$ cat src/rtl/pwm_multi.sv
`default_nettype none
// ============================================================================
//  Module   : pwm_multi
//  Purpose  : Multi-channel PWM generator. One shared period counter drives
//             CHANNELS outputs, each with its own duty value and enable.
//             Period/duty/enable updates are double-buffered so that they
//             only land on a period boundary. STOP lets the current period
//             finish before going idle.
//  Ports    : clk        - clock, rising edge
//             rst        - synchronous active-high reset
//             set        - load request for period/duty/ch_en
//             stop       - stop after the current period completes
//             period     - period length in clk cycles (0 is ignored)
//             duty       - per-channel high time, channel i at [i*WIDTH +: WIDTH]
//             ch_en      - per-channel enable
//             pwm        - registered PWM outputs
//             busy       - running or draining
//             rdy        - a set would not overwrite a pending update
//             period_end - high on the last cycle of each period
//             pend       - a staged update waits for the next boundary
//  Revision : 1.0 - initial release
// ============================================================================
module pwm_multi #(
  parameter int WIDTH    = 8,
  parameter int CHANNELS = 4
) (
  input  logic                      clk,
  input  logic                      rst,
  input  logic                      set,
  input  logic                      stop,
  input  logic [WIDTH-1:0]          period,
  input  logic [CHANNELS*WIDTH-1:0] duty,
  input  logic [CHANNELS-1:0]       ch_en,
  output logic [CHANNELS-1:0]       pwm,
  output logic                      busy,
  output logic                      rdy,
  output logic                      period_end,
  output logic                      pend
);

  typedef enum logic [1:0] {
    S_IDLE  = 2'd0,
    S_RUN   = 2'd1,
    S_DRAIN = 2'd2
  } state_t;

  localparam logic [WIDTH-1:0] C_ONE = {{(WIDTH-1){1'b0}}, 1'b1};

  state_t                           r_state, w_state;
  logic [WIDTH-1:0]                 r_cnt,   w_cnt;
  // Shadow set drives the outputs; staging set holds a mid-period update.
  logic [WIDTH-1:0]                 r_p_sh,  w_p_sh;
  logic [WIDTH-1:0]                 r_p_st,  w_p_st;
  logic [CHANNELS-1:0][WIDTH-1:0]   r_d_sh,  w_d_sh;
  logic [CHANNELS-1:0][WIDTH-1:0]   r_d_st,  w_d_st;
  logic [CHANNELS-1:0]              r_e_sh,  w_e_sh;
  logic [CHANNELS-1:0]              r_e_st,  w_e_st;
  logic [CHANNELS-1:0]              r_pwm,   w_pwm;
  logic                             r_pend,  w_pend;

  logic                             w_at_end;
  logic                             w_set_ok;

  // Last cycle of the current period; shadow period is never 0 outside IDLE.
  assign w_at_end = (r_state != S_IDLE) && (r_cnt == (r_p_sh - C_ONE));
  assign w_set_ok = set && (period != '0);

  // --------------------------------------------------------------------------
  // State register
  // --------------------------------------------------------------------------
  always_ff @(posedge clk) begin
    if (rst) begin
      r_state <= S_IDLE;
      r_cnt   <= '0;
      r_p_sh  <= '0;
      r_p_st  <= '0;
      r_d_sh  <= '0;
      r_d_st  <= '0;
      r_e_sh  <= '0;
      r_e_st  <= '0;
      r_pend  <= 1'b0;
      r_pwm   <= '0;
    end else begin
      r_state <= w_state;
      r_cnt   <= w_cnt;
      r_p_sh  <= w_p_sh;
      r_p_st  <= w_p_st;
      r_d_sh  <= w_d_sh;
      r_d_st  <= w_d_st;
      r_e_sh  <= w_e_sh;
      r_e_st  <= w_e_st;
      r_pend  <= w_pend;
      r_pwm   <= w_pwm;
    end
  end

  // --------------------------------------------------------------------------
  // Next-state logic
  // --------------------------------------------------------------------------
  always_comb begin
    w_state = r_state;
    w_cnt   = r_cnt;
    w_p_sh  = r_p_sh;
    w_p_st  = r_p_st;
    w_d_sh  = r_d_sh;
    w_d_st  = r_d_st;
    w_e_sh  = r_e_sh;
    w_e_st  = r_e_st;
    w_pend  = r_pend;

    case (r_state)
      S_IDLE: begin
        if (w_set_ok) begin
          w_p_sh  = period;
          w_d_sh  = duty;
          w_e_sh  = ch_en;
          w_cnt   = '0;
          w_state = S_RUN;
        end
      end

      S_RUN: begin
        w_cnt = w_at_end ? '0 : (r_cnt + C_ONE);
        if (w_at_end) begin
          // A set arriving on the boundary cycle bypasses staging entirely.
          if (w_set_ok && !stop) begin
            w_p_sh = period;
            w_d_sh = duty;
            w_e_sh = ch_en;
          end else if (r_pend) begin
            w_p_sh = r_p_st;
            w_d_sh = r_d_st;
            w_e_sh = r_e_st;
          end
          w_pend = 1'b0;
        end else if (w_set_ok && !stop) begin
          w_p_st = period;
          w_d_st = duty;
          w_e_st = ch_en;
          w_pend = 1'b1;
        end
        if (stop) begin
          w_state = S_DRAIN;
        end
      end

      S_DRAIN: begin
        w_cnt = w_at_end ? '0 : (r_cnt + C_ONE);
        if (w_at_end) begin
          w_state = S_IDLE;
          w_pend  = 1'b0;
        end
      end

      default: begin
        w_state = S_IDLE;
        w_cnt   = '0;
        w_pend  = 1'b0;
      end
    endcase
  end

  // PWM is registered, so it is computed from the next counter and next
  // shadow values; this gives the high level on the first cycle after a set.
  always_comb begin
    w_pwm = '0;
    for (int i = 0; i < CHANNELS; i++) begin
      w_pwm[i] = (w_state != S_IDLE) && w_e_sh[i] && (w_cnt < w_d_sh[i]);
    end
  end

  // --------------------------------------------------------------------------
  // Outputs
  // --------------------------------------------------------------------------
  assign pwm        = r_pwm;
  assign busy       = (r_state != S_IDLE);
  assign pend       = r_pend;
  assign rdy        = (r_state == S_IDLE) || ((r_state == S_RUN) && !r_pend);
  assign period_end = w_at_end;

endmodule
`default_nettype wire

$ cat config.mk
export PLATFORM = sky130hd
export DESIGN_NAME = pwm_multi
export DESIGN_NICKNAME = d
export VERILOG_FILES = /design/src/rtl/pwm_multi.sv
export SDC_FILE = /design/constraint.sdc
export NUM_CORES = 1
export LEC_CHECK = 0
export ABC_AREA = 1
export CORE_MARGIN = 2
export CORE_UTILIZATION = 26
export DETAILED_ROUTE_END_ITERATION = 6
export GPL_TIMING_DRIVEN = 0
export PLACE_DENSITY = 0.38
export SLEW_MARGIN = 5
export SYNTH_ARGS = -nofsm -noshare
export SYNTH_HDL_FRONTEND = slang
export SYNTH_SLANG_ARGS = --single-unit
$ cat constraint.sdc
create_clock -name clk -period 3.1 [get_ports clk]
set_input_delay 0.31 -clock clk [delete_from_list [all_inputs] [get_ports clk]]
set_output_delay 0.31 -clock clk [all_outputs]
set_load 0.1 [all_outputs]
== Word-level counts from Yosys, hierarchy flattened ==
Cells that the tools add are included.
Word-level totals
  ROM bits: 0
  memories kept: 0
  input bits: 48
  output and inout port bits: 8
  word-level logic and storage cells: 82
  RAM bits: 0
  latch bits: 0
  register bits: 103
Operators by class
  order comparisons: 4
  eq/ne operators: 8
  reductions and logical operators: 24
  shifts and indexed selects: 0
  multiplexer cells: 26
  $add $sub $neg: 2
  $mul: 0
  bitwise gates (word level): 2
  divide/modulo/power cells: 0
Operator list (count)
  32-bit two-way mux: 4
  32-bit one-hot mux with 2 select lines: 1
  8-bit two-way mux: 6
  8-bit < comparator: 4
  8-bit one-hot mux with 2 select lines: 2
  4-bit two-way mux: 4
  1-bit logical AND: 12
  8-bit by 1-bit adder with 8-bit output (second input constant): 1
  8-bit == test: 1
  4-bit one-hot mux with 2 select lines: 1
  8-bit nonzero test: 1
  8-bit by 1-bit subtractor with 8-bit output (second input constant): 1
  2-bit two-way mux: 3
  2-bit inequality test (second input constant): 3
  3-bit inequality test (second input constant): 2
  2-bit one-hot mux with 3 select lines: 1
  3-bit AND reduction: 2
  2-bit nonzero test: 3
  4-bit AND reduction: 1
  1-bit two-way mux: 3
  1-bit one-hot mux with 3 select lines: 1
  2-bit by 1-bit == test with 1-bit output (second input constant): 1
  2-bit == test (second input constant): 1
  1-bit logical NOT: 2
  other kinds (4): 5

== Logic depth before layout (Yosys ltp) ==
  depth after elaboration: 8
  mapped depth: 22
  mapped depth without buffers: 22

== Least setup slack after synthesis ==
OpenSTA, ideal clock, no wires.
  path kind: register -> output
  from: reg r_pend (netlist: pend)
  to: out rdy
  stages on the path, launching flop included: 4
  slack: -0.480 ns
  required time: 2.790 ns
  arrival: 3.270 ns
  buffers on the path: 2
  path through: dfxtp_1 -> buf_2 -> clkbuf_1 -> o21ai_0
On the way
  word-level cells in the longest chain between the ends: 3
RTL lines
  start, declared: RTL line 59  | logic r_pend, w_pend;
  start signal, assigned: RTL line 92  | r_pend <= w_pend;
  1-bit logical NOT: RTL line 178  | assign rdy = (r_state == S_IDLE) || ((r_state == S_RUN) && !r_pend);
  1-bit logical AND: RTL line 178
  1-bit logical OR: RTL line 178
  end, declared: RTL line 36  | output logic rdy,
Every way passes these cells.

== Final worst setup path ==
  from: reg r_p_sh[2]
  to: reg r_pwm[3] (netlist: pwm[3])
On the way
  elaborated cells on any way between the ends: 15
  those cells by class: add/sub (1); order compare (1); eq/ne (1); mux (8); reduce/logical (4)
RTL lines
  start, declared: RTL line 52  | logic [WIDTH-1:0] r_p_sh, w_p_sh;
  start signal, assigned: RTL line 86  | r_p_sh <= w_p_sh;
  8-bit by 1-bit subtractor with 8-bit output: RTL line 65  | assign w_at_end = (r_state != S_IDLE) && (r_cnt == (r_p_sh - C_ONE));
  8-bit == test: RTL line 65
  1-bit logical AND: RTL line 65
  8-bit two-way mux: RTL line 123, 148
  8-bit one-hot mux with 2 select lines: RTL line 111  | case (r_state)
  named net w_cnt[5]: RTL line 50  | logic [WIDTH-1:0] r_cnt, w_cnt;
  8-bit < comparator: RTL line 168  | w_pwm[i] = (w_state != S_IDLE) && w_e_sh[i] && (w_cnt < w_d_sh[i]);
  1-bit logical AND: RTL line 168
  end signal, assigned: RTL line 93  | r_pwm <= w_pwm;
  end, declared: RTL line 58  | logic [CHANNELS-1:0] r_pwm, w_pwm;
The timed path passes the listed nets, and every way through them passes these cells.
A chain may end at the register's enable or synchronous reset.

==> impl_metrics.ini <==
[outcome]
status = finished, final reports clean

[power_and_ir_drop]
swShare = 0.372
combPwrFrac = 0.329
pwr-share-clk = 0.314
finalPower_uw = 4250
seqPwrFrac = 0.356
switchingPower_uw = 1580
max-vdd-ir-drop_v = 0.000241
power.leakage_uw = 0.00324
intPower_uw = 2670
p_per_area_mw_per_mm2 = 520

[timing]
fin_setup_tns_ps = 0
max_clock_freq_ghz = 0.345
slew_headroom = 0.346
clock_skew_ps = 14.2
setup_violations = 0
finalCriticalPeriod_ps = 2900
final_max_slew_viol_count = 0
final.period_utilization = 0.936
finalHoldViolCount = 0
worst_pin_slew_ps = 978

[floorplanning]
die_y_um = 163
dieArea_mm2 = 0.0266
start_util = 0.263
row_count = 58
io_pins = 56
die_w_um = 163
coreArea_mm2 = 0.0250

[grt]
use_met1 = 0.258
top_usage_layer = met2
grt_util_met3 = 0.0356
grt_pass1_vias = 6272
grt.overflow.total = 0
gr-usage-met2 = 0.314
grt_max_degree = 18
antenna_found_initial = 0
grt_pass1_wl_um = 37600
grt_usage = 0.190

[setup_path]
slowest_delay_ps = 370
startpoint_type = register
cp_slowest_cell = dfxtp_1
cp_common_cell = nor2_1
timing.critical_path.cells = nor2_2 > nand2_1 > nor2_1 > nor2_1 > nor2_1 > nor2_4 > nand2_4 > nand2_4 > inv_2 > o21ai_0 > o21ai_1 > inv_1 > nor3_4 > buf_6 > ha_1 > a21oi_2 > o21a_1 > nand3_1 > a21oi_2
crit_family = simple AND/OR/NAND/NOR gates
worstPathMaxFanout = 7
crit_arrival_ps = 3200
cp-end-kind = register
cp.required_ps = 3400
path_buf_inv = 3
path_class = reg -> reg

[cts]
cts_buffers = 9
cts_root_buf = clkbuf_16
cts_tree = built
clkSlewWorstSetupHoldPaths_ps = 80
cts_max_path_buffers = 2
hold_buffers = 0
cts_num_sinks = 103
insertion_delay_ps = 370
htreeDepth = 3

[route]
drt_wl_total_um = 24900
dr.first_iter.drc_count = 337
dr_total_vias = 6531
drc = 0
final_antenna_net_count = 0
viasPerCell = 4.72
wl_per_cell_um = 18.0
dr.pass1.iters = 5

[final_layout]
nFillCells = 2754
diodes = 0
final_nets = 1132
drive_gt1_frac = 0.142
syn_to_final_growth_pct = 24.1

[synthesis]
yosysTopAreaCell = dfxtp_1
ys_ff_latch = 103
netlist_instances = 976
synthArstFlopShare = 0
synth_edf_count = 0
synthFlopType = dfxtp_1
synth_most_common_cell = nand2_1
syn_avg_cell_area_um2 = 6.75
synth_top_area_share = 0.313
synth_area_leaders = dfxtp_1, nand2_1, o21ai_0
seq_area_frac_synth = 0.313
ys_warn_count = 0
syn-num-nets = 1058
synth_cell_types = 41
synth_commonest_cells = nand2_1, inv_1, o21ai_0
synthesis.area_mm2 = 0.00659

[placed_design]
port_buffers = 54
globalplace.congestion = 0.824
dpl.hpwl_um = 18000

[min_path]
hp-class = reg -> reg

[flow_run]
cap_violations = 0
[layer usage]
layer  share of wire  wire [um]
met1            0.49      12200
met2            0.46      11500
met3           0.038        955
met4          0.0097        242
met5               0          0
[cells in the final DEF (no fill, tap or decap), drive strengths merged, types with 32 or more instances in the layout]
cell type / netlist / routed
dfxtp: 103 / 103
clkdlybuf4s50: 0 / 52
nor2: 109 / 109
o21ai: 118 / 118
buf: 22 / 34
inv: 129 / 131
ha: 34 / 34
a22oi: 32 / 32
nand2: 221 / 221
clkbuf: 30 / 37
a21oi: 68 / 68
[logic make-up after synthesis]
logic type	count (synthesis)	synth area share
compound gates	248	0.220
xor+xnor	7	0.00930
fa+ha+maj	34	0.0645
buf+inv	182	0.114
flops	103	0.313
mux	28	0.0478
simple gates	374	0.232
[worst min-delay path: stages, from the launching register on]
cell and delay, ps:
dfxtp_1 300, inv_1 60, a21oi_1 50
[registers in the layout, summed over array words and instances, names as in the netlist]
register and flops:
pwm 4, r_cnt 8, r_d_sh 32, r_d_st 32, pend 1, r_e_st 4, r_state 2, r_p_st 8
r_e_sh 4, r_p_sh 8
[path summary, 6_finish.rpt]
check / startpoint / end / slack, ps / cells past startpoint
worst min register to register: r_p_st[3] / r_p_st[3] / 450 / 2
worst min-delay path: r_p_st[3] / r_p_st[3] / 450 / 2
worst max register to register: r_p_sh[2] / pwm[3] / 200 / 19
worst max-delay path: r_p_sh[2] / pwm[3] / 200 / 19
[power by group through the flow]
stage / clock (uW) / sequential [uW] / combinational (uW)
finish: 1340 / 1520 / 1400
global route: 1420 / 1530 / 1570
CTS: 1370 / 1510 / 1370
detailed placement: 0 / 1540 / 1330
global placement: 0 / 1540 / 1330
floorplan: 0 / 1550 / 885
[stage by stage]
stage | utilization | worst slack, ps | std cells | hold WS, ps | cell area (um^2)
after floorplan | - | 54.2 | 976 | 430 | 6600
after global placement | 0.302 | -927 | 1360 | 451 | 7550
after global routing | 0.327 | -3.54 | 1385 | 483 | 8180
after CTS | 0.321 | 7.27 | 1381 | 460 | 8030
after detailed placement | 0.302 | -869 | 1360 | 448 | 7550
final | 0.327 | 197 | 1385 | 453 | 8180
[area by class of cell]
type	count	area (um^2)	share of cell area
clock buffers	10	239	0.0292
repair buffers	63	612	0.0748
multi-input cells	691	3940	0.482
plain buffers	52	313	0.0382
inverters	130	502	0.0613
flip-flops and latches	103	2070	0.253
clock inverters	6	90.1	0.0110
well taps	330	413	0.0505
[what timing repair did]
| item | CTS | global route |
|---|---|---|
| resized for setup | 38 | 47 |
| buffers inserted | 5 | 4 |
| endpoints found under the setup margin | 6 | 5 |
| pin swaps | 5 | 9 |
Note: power is estimated with default switching activity, not from simulation.
